### config.mk
export PLATFORM = sky130hd
export DESIGN_NAME = cell_empty_ctrl_flat
export DESIGN_NICKNAME = d
export VERILOG_FILES = /design/src/rtl/cell_empty_ctrl_if.sv /design/src/rtl/cell_empty_ctrl.sv /design/src/flat_wrapper.sv
export SDC_FILE = /design/constraint.sdc
export NUM_CORES = 1
export LEC_CHECK = 0
export CORE_AREA = 5 5 159 161
export DETAILED_ROUTE_END_ITERATION = 8
export DIE_AREA = 0 0 164 166
export DONT_BUFFER_PORTS = 1
export MAX_ROUTING_LAYER = met4
export SETUP_SLACK_MARGIN = 0.2
export SYNTH_ARGS = -nofsm -noshare
export SYNTH_HDL_FRONTEND = slang
export SYNTH_SLANG_ARGS = --single-unit
### constraint.sdc
create_clock -name clk -period 3.28 [get_ports clk]
set_input_delay 0.656 -clock clk [delete_from_list [all_inputs] [get_ports clk]]
set_output_delay 0.656 -clock clk [all_outputs]
set_load 0.05 [all_outputs]
### src/rtl/cell_empty_ctrl_if.sv
// Memory-side bus of the empty-cell controller: one single-port RAM with separate
// read and write enables and a registered read port (q valid one cycle after rden).
interface cell_empty_ctrl_if #(
   parameter int DATA_WIDTH = 96,
   parameter int ADDR_WIDTH = 8
);
   logic [ADDR_WIDTH-1:0] mem_addr;
   logic [DATA_WIDTH-1:0] mem_data;
   logic                  mem_wren;
   logic                  mem_rden;
   logic [DATA_WIDTH-1:0] mem_q;

   modport master (
      output mem_addr,
      output mem_data,
      output mem_wren,
      output mem_rden,
      input  mem_q
   );

   modport slave (
      input  mem_addr,
      input  mem_data,
      input  mem_wren,
      input  mem_rden,
      output mem_q
   );
endinterface

### src/rtl/cell_empty_ctrl.sv
// Sequencer for one cell's secondary position memory: fills particles into
// addresses 1..N, commits N to address 0, and later streams them back out.
module cell_empty_ctrl #(
   parameter int DATA_WIDTH   = 96,
   parameter int PARTICLE_NUM = 220,
   parameter int ADDR_WIDTH   = 8
) (
   input  logic                  clk,
   input  logic                  rst,
   input  logic                  fill_start,
   input  logic                  in_valid,
   input  logic [DATA_WIDTH-1:0] in_data,
   output logic                  in_ready,
   input  logic                  commit,
   output logic                  commit_done,
   input  logic                  rd_start,
   output logic                  out_valid,
   output logic [DATA_WIDTH-1:0] out_data,
   output logic                  out_last,
   output logic                  rd_done,
   output logic [ADDR_WIDTH-1:0] count,
   output logic                  overflow,
   output logic                  busy,
   cell_empty_ctrl_if.master     mem
);

   // Address 0 holds the count, so only PARTICLE_NUM-1 particles fit.
   localparam logic [ADDR_WIDTH-1:0] CAP = ADDR_WIDTH'(PARTICLE_NUM - 1);

   typedef enum logic [2:0] {IDLE, FILL, COMMIT, RD_CNT, RD_WAIT, STREAM} state_t;

   state_t                state;
   state_t                state_next;
   logic [ADDR_WIDTH:0]   rd_ptr;
   logic                  has_room;
   logic                  accept;
   logic                  stream_rd;
   logic [ADDR_WIDTH-1:0] stored_cnt;
   logic [ADDR_WIDTH-1:0] total;

   assign has_room   = (count < CAP);
   assign accept     = (state == FILL) && in_valid && has_room;
   assign stream_rd  = (state == STREAM) && (rd_ptr <= {1'b0, count});
   assign stored_cnt = mem.mem_q[ADDR_WIDTH-1:0];
   assign total      = (stored_cnt > CAP) ? CAP : stored_cnt;
   assign in_ready   = (state == FILL) && has_room;
   assign busy       = (state != IDLE);
   assign out_data   = out_valid ? mem.mem_q : '0;

   always_ff @(posedge clk or negedge rst) begin
      if (!rst) begin
         state <= IDLE;
      end else begin
         state <= state_next;
      end
   end

   // The write address during fill is count+1, which keeps a separate write pointer unnecessary.
   always_comb begin
      state_next   = state;
      mem.mem_wren = 1'b0;
      mem.mem_rden = 1'b0;
      mem.mem_addr = '0;
      mem.mem_data = '0;
      case (state)
         IDLE: begin
            if (fill_start) begin
               state_next = FILL;
            end else if (rd_start) begin
               state_next = RD_CNT;
            end
         end
         FILL: begin
            if (accept) begin
               mem.mem_wren = 1'b1;
               mem.mem_addr = count + 1'b1;
               mem.mem_data = in_data;
            end
            if (commit) begin
               state_next = COMMIT;
            end
         end
         COMMIT: begin
            mem.mem_wren = 1'b1;
            mem.mem_data = {{(DATA_WIDTH-ADDR_WIDTH){1'b0}}, count};
            state_next   = IDLE;
         end
         RD_CNT: begin
            mem.mem_rden = 1'b1;
            state_next   = RD_WAIT;
         end
         RD_WAIT: begin
            state_next = (total == '0) ? IDLE : STREAM;
         end
         STREAM: begin
            if (stream_rd) begin
               mem.mem_rden = 1'b1;
               mem.mem_addr = rd_ptr[ADDR_WIDTH-1:0];
            end
            if (out_last) begin
               state_next = IDLE;
            end
         end
         default: state_next = IDLE;
      endcase
   end

   always_ff @(posedge clk or negedge rst) begin
      if (!rst) begin
         count       <= '0;
         rd_ptr      <= '0;
         overflow    <= 1'b0;
         out_valid   <= 1'b0;
         out_last    <= 1'b0;
         commit_done <= 1'b0;
         rd_done     <= 1'b0;
      end else begin
         out_valid   <= stream_rd;
         out_last    <= stream_rd && (rd_ptr == {1'b0, count});
         commit_done <= (state == COMMIT);
         rd_done     <= ((state == RD_WAIT) && (total == '0)) ||
                        ((state == STREAM) && out_last);
         if ((state == IDLE) && fill_start) begin
            count    <= '0;
            overflow <= 1'b0;
         end
         if (accept) begin
            count <= count + 1'b1;
         end
         if ((state == FILL) && in_valid && !has_room) begin
            overflow <= 1'b1;
         end
         if (state == RD_WAIT) begin
            count  <= total;
            rd_ptr <= {{ADDR_WIDTH{1'b0}}, 1'b1};
         end
         if (stream_rd) begin
            rd_ptr <= rd_ptr + 1'b1;
         end
      end
   end

endmodule
### src/flat_wrapper.sv
// flat-port wrapper written by rule: the top's interface ports become plain ports
module cell_empty_ctrl_flat 
#(
   parameter int DATA_WIDTH   = 96,
   parameter int PARTICLE_NUM = 220,
   parameter int ADDR_WIDTH   = 8
)
  (clk, rst, fill_start, in_valid, in_data, in_ready, commit, commit_done, rd_start, out_valid, out_data, out_last, rd_done, count, overflow, busy, mem_mem_addr, mem_mem_data, mem_mem_wren, mem_mem_rden, mem_mem_q);
  cell_empty_ctrl_if #(.DATA_WIDTH(DATA_WIDTH), .ADDR_WIDTH(ADDR_WIDTH)) mem_i ();
  input  logic clk;
  input  logic rst;
  input  logic fill_start;
  input  logic in_valid;
  input  logic [DATA_WIDTH-1:0] in_data;
  output logic in_ready;
  input  logic commit;
  output logic commit_done;
  input  logic rd_start;
  output logic out_valid;
  output logic [DATA_WIDTH-1:0] out_data;
  output logic out_last;
  output logic rd_done;
  output logic [ADDR_WIDTH-1:0] count;
  output logic overflow;
  output logic busy;
  output wire logic [$bits(mem_i.mem_addr)-1:0] mem_mem_addr;
  output wire logic [$bits(mem_i.mem_data)-1:0] mem_mem_data;
  output wire logic [$bits(mem_i.mem_wren)-1:0] mem_mem_wren;
  output wire logic [$bits(mem_i.mem_rden)-1:0] mem_mem_rden;
  input wire logic [$bits(mem_i.mem_q)-1:0] mem_mem_q;
  assign mem_mem_addr = mem_i.mem_addr;
  assign mem_mem_data = mem_i.mem_data;
  assign mem_mem_wren = mem_i.mem_wren;
  assign mem_mem_rden = mem_i.mem_rden;
  assign mem_i.mem_q = mem_mem_q;
  cell_empty_ctrl #(.DATA_WIDTH(DATA_WIDTH), .PARTICLE_NUM(PARTICLE_NUM), .ADDR_WIDTH(ADDR_WIDTH)) u_core (.clk(clk), .rst(rst), .fill_start(fill_start), .in_valid(in_valid), .in_data(in_data), .in_ready(in_ready), .commit(commit), .commit_done(commit_done), .rd_start(rd_start), .out_valid(out_valid), .out_data(out_data), .out_last(out_last), .rd_done(rd_done), .count(count), .overflow(overflow), .busy(busy), .mem(mem_i));
endmodule
==> results.rst, run 1 <==
.. list-table::
   :header-rows: 1

   * - Metric
     - Value
   * - Layout Utilization
     - 0.2399
   * - Core area
     - 23,820 um^2
   * - Final worst clock skew
     - 0.003913 ns
   * - Avg Inst Size Synth
     - 7.523 um^2
   * - Crit path launch type
     - flop
   * - Deepest level of the CTS H-tree
     - 1
   * - Total CTS buffers
     - 3
   * - Global Route Usage Sum
     - 0.1141
   * - Setup repair after global routing missed its margin
     - no
   * - Largest net degree at the start of global routing
     - 92
   * - Critical path start-end classification
     - reg2out
   * - Met1 routing resource usage after global routing
     - 0.1407
   * - WHS
     - 0.07762 ns
   * - EDFF count, synth
     - 0
   * - Setup TNS
     - 0 ns
   * - Synthesized area
     - 3047 um^2
   * - Area added between synthesis and finish
     - 87.56%
   * - Via/cell ratio
     - 4.024
   * - Simple logic cell fraction of the synthesized area
     - 0.5216
   * - Share of the synthesized area in the top cell type
     - 0.3819
   * - Cell types with the largest area share after synthesis
     - and2_1 (38%), dfrtp_1 (21%), ha_1 (4.1%)
   * - Pre-CTS setup slack
     - 0.3808 ns
   * - Critical path's slowest cell
     - dfrtp_1
   * - Clock sinks
     - 25
   * - Half-perimeter wire length after detailed placement
     - 14.77 mm
   * - Final Hold Violating Endpoints
     - 0
   * - Clock tree root buffer cell
     - clkbuf_16
   * - Worst-case headroom to the max-slew limit
     - 0.5573
   * - Effective utilization at floorplan
     - 0.1279
   * - Total design power
     - 5.202 mW
   * - Leakage power
     - 2.370 nW
   * - I/O pin count
     - 415
   * - Final period util
     - 0.9117
   * - Row count
     - 57
   * - Synth Register Bits
     - 25
   * - Hold Crit Class
     - in2async
   * - Signal arrival time at the worst endpoint
     - 2.33 ns
   * - Net count, final
     - 714
   * - Initial antenna violation count
     - 8
   * - Met3 layer usage reported by global route
     - 0.03996
   * - Yosys cell types
     - 50
   * - Clock latency on the worst-skew pair
     - 0.27 ns
   * - Average routed wire per standard cell
     - 20.83 um
   * - Family of cells with the greatest summed delay on the critical path
     - simple AND/OR/NAND/NOR gates
   * - Total congestion overflow after global routing
     - 0
   * - Final Instance Count excl. Fillers
     - 833
   * - Instance area at placement
     - 5519 um^2
   * - Number of max-slew violations in the final report
     - 0
   * - Number of instances in the synthesized netlist
     - 405
   * - First-pass GRT wire length
     - 23.00 mm
   * - Proportion of synthesized area in mux cells
     - 0.01396
   * - Post-synth top area cell
     - and2_1
   * - Min Tclk post-route
     - 2.990 ns
   * - Number of routed nets with antenna violations
     - 0
   * - Synth Area in XOR/XNOR
     - 0.01150
   * - GPL Wtd Cong
     - 0.8386
   * - Cell Chain, Critical Path
     - nand2b_1, nor3b_2, nor2b_4, buf_12, clkbuf_16, and2_1, buf_12
   * - Max-cap violations
     - 0
   * - Result of the run
     - complete, no violations
   * - Worst-case vdd ir drop
     - 0.4129 mV
   * - Share of synthesized flip-flops with an asynchronous set or reset
     - 1.000
   * - Share of cells above drive strength 1
     - 0.3149
   * - Total setup violations reported at the end of the flow
     - 0
   * - GRT Max-Usage Layer
     - met2
   * - Drt total wl
     - 17.35 mm
   * - Maximum fanout count along the critical path
     - 45
   * - Number of filler instances in the final layout
     - 2,579
   * - DR vias
     - 3,352
   * - Crit path setup slack, layout
     - 0.2895 ns
   * - Pwr Density
     - 910.3 nW/um^2
   * - Adder and majority gate portion of the synthesized area
     - 0.04107
   * - Crit path largest cell delay
     - 0.55 ns
   * - Clock-pin slew of the registers on the worst-case setup and hold paths
     - 0.07 ns
   * - CP Buf/Inv Count
     - 3
   * - Drt first pass iters
     - 4
   * - Synthesized netlist net count
     - 613
   * - Clock tree from TritonCTS
     - done
   * - Highest achievable clock rate
     - 334.4 MHz
   * - Chip Height
     - 166 um
   * - Routing usage on met2
     - 0.1798
   * - Most instantiated cells after synthesis
     - and2_1 (186), dfrtp_1 (25), nand2_1 (21), nor2_1 (17), clkbuf_1 (15)
   * - Placed cells
     - 819
   * - First DRT Iteration DRCs
     - 244
   * - Combinational family with the most area after synthesis
     - simple AND/OR/NAND/NOR gates
   * - Number of global-route vias before repair
     - 3,352
   * - Cell occurring most often along the worst timing path
     - buf_12
   * - Dominant register cell in the synthesized netlist
     - dfrtp_1
   * - Data required time at the worst endpoint
     - 2.62 ns
   * - Max clock buf depth
     - 2
   * - Transition time of the tightest slew-check pin
     - 0.6687 ns
   * - Width of the chip
     - 164 um
   * - Area of the die
     - 27,220 um^2
   * - Synth Area in Compound Gates
     - 0.1441
   * - Number of remaining DRC errors
     - 0
   * - CP Capture Type
     - output port
   * - Finished layout cell area
     - 5714 um^2
   * - Port Buffer Count
     - 0
   * - Yosys synthesis warning count
     - 0
   * - Sequential area share after synthesis
     - 0.2053
   * - Most common cell in the netlist
     - and2_1
## metal layers
layer / wire length [um] / part of all wire
met5: 0 / 0
met4: 214 / 0.012
met3: 1741 / 0.10
met2: 8407 / 0.48
met1: 6987 / 0.40
## flip-flops by register name (all words and copies together) (netlist names)
signal / count
u_core.commit_done: 1
u_core.state: 3
u_core.rd_done: 1
u_core.overflow: 1
u_core.rd_ptr: 9
u_core.out_valid: 1
u_core.out_last: 1
u_core.count: 8
## cells in the final DEF, fill, tap and decap left out, types with 3 or more instances in the layout
cell and n:
buf_4 21, and3_1 5, diode_2 4, dfrtp_1 23, nor3b_2 3, o21ai_0 6, nand3_1 10, clkbuf_16 5
ha_1 9, nor2_1 17, nor3_1 4, and2_1 185, buf_12 102, or2_2 3, a31oi_1 3, a21oi_1 6
xnor2_1 4, inv_1 11, nand2_1 20, a22oi_1 3, a22o_1 10, nand2b_1 3, a221o_1 4
## layout make-up
class	instances	area, um^2	share of cell area
clock buffer	3	75.07	0.01314
sequential	25	628.1	0.1099
multi-input combinational	340	2300	0.4025
tap	324	405.4	0.07094
timing repair buffer	125	2250	0.3937
inverter	11	41.29	0.007226
antenna	4	10.01	0.001752
clock inverter	1	5.005	0.0008758
## cells by family (layout without fill, tap and decap cells)
logic type      Yosys count  count (layout)
simple gates            265             265
compound gates           57              57
buf+inv                  40             140
flops                    25              25
fa+ha+maj                10              10
xor+xnor                  4               4
mux                       4               4
other cells               0               4
## report_power, final
group	internal [mW]	switching, mW	total, mW	leakage (nW)
Combinational	1.57	2.81	4.38	2.00
Clock	0.165	0.117	0.282	0.0409
Sequential	0.400	0.135	0.535	0.326
Total	2.14	3.06	5.20	2.37
## timing repair
action | 4_1_cts | 5_1_grt
resized for setup | 0 | 4
pin swaps | 1 | 2
setup buffers | 2 | 2
gates cloned | 0 | 2
endpoints found under the setup margin | 6 | 98
hold buffers | 0 | 0
## worst paths after layout
kind / cells after the start / slack (ns) / endpoint / startpoint
min reg2reg: 2 / 0.57 / u_core.rd_ptr[8]$_DFFE_PN0P_ / u_core.rd_ptr[8]$_DFFE_PN0P_
max: 7 / 0.29 / mem_mem_data[69] / u_core.state[0]$_DFFE_PN0P_
min in group clk: 2 / 0.55 / u_core.count[3]$_DFFE_PN0P_ / mem_mem_q[3]
max in group asynchronous: 0 / 3.11 / u_core.count[5]$_DFFE_PN0P_ / rst
min: 0 / 0.08 / u_core.rd_ptr[6]$_DFFE_PN0P_ / rst
max reg2reg: 8 / 0.82 / u_core.rd_ptr[5]$_DFFE_PN0P_ / u_core.rd_ptr[5]$_DFFE_PN0P_
Power figures use the tool's default switching activity.
==> run 2, diff against run 1 <==
--- a/config.mk
+++ b/config.mk
@@ -9,6 +9,7 @@
 export DETAILED_ROUTE_END_ITERATION = 8
 export DIE_AREA = 0 0 164 166
 export DONT_BUFFER_PORTS = 1
+export GPL_TIMING_DRIVEN = 0
 export MAX_ROUTING_LAYER = met4
 export SETUP_SLACK_MARGIN = 0.2
 export SYNTH_ARGS = -nofsm -noshare
==> results.rst, run 2 (synthesized netlist as in run 1, its figures left out) <==
.. list-table::
   :header-rows: 1

   * - Metric
     - Value
   * - Row count
     - 57
   * - First DRT Iteration DRCs
     - 188
   * - Number of global-route vias before repair
     - 3,138
   * - Largest net degree at the start of global routing
     - 26
   * - Final Instance Count excl. Fillers
     - 751
   * - Clock-pin slew of the registers on the worst-case setup and hold paths
     - 0.07 ns
   * - Leading cell type in the layout, fill and taps excluded
     - and2_1
   * - Hold Crit Class
     - in2async
   * - First-pass GRT wire length
     - 22.80 mm
   * - Core area
     - 23,820 um^2
   * - Via/cell ratio
     - 4.194
   * - Global Route Usage Sum
     - 0.1135
   * - Max clock buf depth
     - 2
   * - Pwr Density
     - 1097 nW/um^2
   * - Max-cap violations
     - 0
   * - Instance area at placement
     - 3511 um^2
   * - Setup repair after global routing missed its margin
     - yes
   * - Cell Chain, Critical Path
     - buf_8, inv_6, ha_4, a21o_1, a211o_1, o31ai_4, buf_6, buf_8, a22o_4
   * - Setup TNS
     - 0 ns
   * - WHS
     - 0.07979 ns
   * - Area added between synthesis and finish
     - 41.36%
   * - Chip Height
     - 166 um
   * - Placed cells
     - 730
   * - Net count, final
     - 636
   * - Commonest cells after routing, fill and taps aside
     - and2_1 (98), and2_4 (88)
   * - Average routed wire per standard cell
     - 22.37 um
   * - Highest achievable clock rate
     - 321.3 MHz
   * - Final period util
     - 0.9489
   * - Critical path's slowest cell
     - dfrtp_2
   * - Worst-case vdd ir drop
     - 0.3736 mV
   * - Initial antenna violation count
     - 0
   * - Total setup violations reported at the end of the flow
     - 0
   * - Register with the most flip-flops
     - u_core.rd_ptr
   * - Total design power
     - 4.722 mW
   * - GPL Wtd Cong
     - 0.8507
   * - Result of the run
     - complete, no violations
   * - Crit path setup slack, layout
     - 0.1677 ns
   * - Clock sinks
     - 25
   * - Min Tclk post-route
     - 3.112 ns
   * - Final Hold Violating Endpoints
     - 0
   * - Crit path launch type
     - flop
   * - Deepest level of the CTS H-tree
     - 1
   * - Total congestion overflow after global routing
     - 0
   * - Critical path start-end classification
     - reg2out
   * - Area of the die
     - 27,220 um^2
   * - Max FFs per register
     - 9
   * - Signal arrival time at the worst endpoint
     - 2.46 ns
   * - DR vias
     - 3,150
   * - Number of max-slew violations in the final report
     - 0
   * - Number of filler instances in the final layout
     - 2,681
   * - Number of remaining DRC errors
     - 0
   * - Cell occurring most often along the worst timing path
     - buf_8
   * - ANT cells
     - 0
   * - CP Capture Type
     - output port
   * - Total CTS buffers
     - 3
   * - Final worst clock skew
     - 0.001458 ns
   * - Clock tree from TritonCTS
     - done
   * - Share of cells above drive strength 1
     - 0.4356
   * - Transition time of the tightest slew-check pin
     - 0.6800 ns
   * - Worst-case headroom to the max-slew limit
     - 0.5461
   * - Count of hold buffers inserted by post-cts repair
     - 0
   * - Data required time at the worst endpoint
     - 2.62 ns
   * - Half-perimeter wire length after detailed placement
     - 13.91 mm
   * - Leakage power
     - 1.843 nW
   * - Maximum fanout count along the critical path
     - 6
   * - Clock latency on the worst-skew pair
     - 0.26 ns
   * - Width of the chip
     - 164 um
   * - I/O pin count
     - 415
   * - Regs by FF count
     - u_core.rd_ptr (9), u_core.count (8), u_core.state (3)
   * - Layout Utilization
     - 0.1808
   * - Finished layout cell area
     - 4307 um^2
   * - Drt first pass iters
     - 4
   * - Pre-CTS setup slack
     - -0.4223 ns
   * - Effective utilization at floorplan
     - 0.1279
   * - Number of routed nets with antenna violations
     - 0
   * - Crit path largest cell delay
     - 0.56 ns
   * - Drt total wl
     - 16.80 mm
   * - Clock tree root buffer cell
     - clkbuf_16
   * - Port Buffer Count
     - 0
## run 2: cell types whose count changed in the layout (fill, tap and decap cells not counted), sizes merged
cell	delta
diode	-4
clkinv	-1
clkbuf	+13
buf	-91
clkdlybuf4s18	+1
## run 2: final timing paths
| path | from | endpoint | slack [ns] | depth (start not counted) |
|---|---|---|---|---|
| worst max register to register | u_core.count[2]$_DFFE_PN0P_ | u_core.rd_ptr[4]$_DFFE_PN0P_ | 0.78 | 12 |
| worst min-delay path | rst | u_core.rd_ptr[3]$_DFFE_PN0P_ | 0.08 | 0 |
| worst max-delay path | u_core.count[5]$_DFFE_PN0P_ | mem_mem_addr[1] | 0.17 | 9 |
| max in group asynchronous | rst | u_core.count[7]$_DFFE_PN0P_ | 3.11 | 0 |
| min in group clk | u_core.rd_ptr[8]$_DFFE_PN0P_ | u_core.rd_ptr[8]$_DFFE_PN0P_ | 0.50 | 2 |
| worst min register to register | u_core.rd_ptr[8]$_DFFE_PN0P_ | u_core.rd_ptr[8]$_DFFE_PN0P_ | 0.50 | 2 |
## run 2: power breakdown
group,switching (mW),internal [mW]
combinational,2.57,1.07
clock,0.118,0.167
sequential,0.372,0.423
## run 2: repair_timing
action / in CTS / in global routing
setup buffers: 12 / 4
pin swaps: 13 / 67
endpoints found under the setup margin: 108 / 106
gates cloned: 0 / 1
resized for setup: 227 / 48
## run 2: area by class of cell
| type | instances | area [um^2] | share of cell area |
|---|---|---|---|
| Multi-Input combinational cell | 340 | 2711 | 0.6296 |
| Timing Repair Buffer | 18 | 162.7 | 0.03777 |
| Inverter | 11 | 46.29 | 0.01075 |
| Sequential cell | 25 | 654.4 | 0.1519 |
| Tap cell | 324 | 405.4 | 0.09413 |
| Buffer | 29 | 247.7 | 0.05752 |
| Clock buffer | 4 | 78.83 | 0.01830 |
## run 2: metal layers
metal | routed length [um] | up-vias | global-route usage
met2 | 7616 | 182 | 0.1648
met3 | 2093 | 7 | 0.04989
met5 | 0 | - | -
met4 | 66 | 0 | 0.009482
met1 | 7024 | 1584 | 0.1521
li1 | - | 1377 | -
## run 2: worst max-delay path: cells and delay by family, from the launching register on
kind,cells,cell delay (ns)
flip-flops,1,0.56
adder cells (fa/ha/maj),1,0.20
buffers and inverters,4,0.49
AO/OA/AOI/OAI,4,0.92
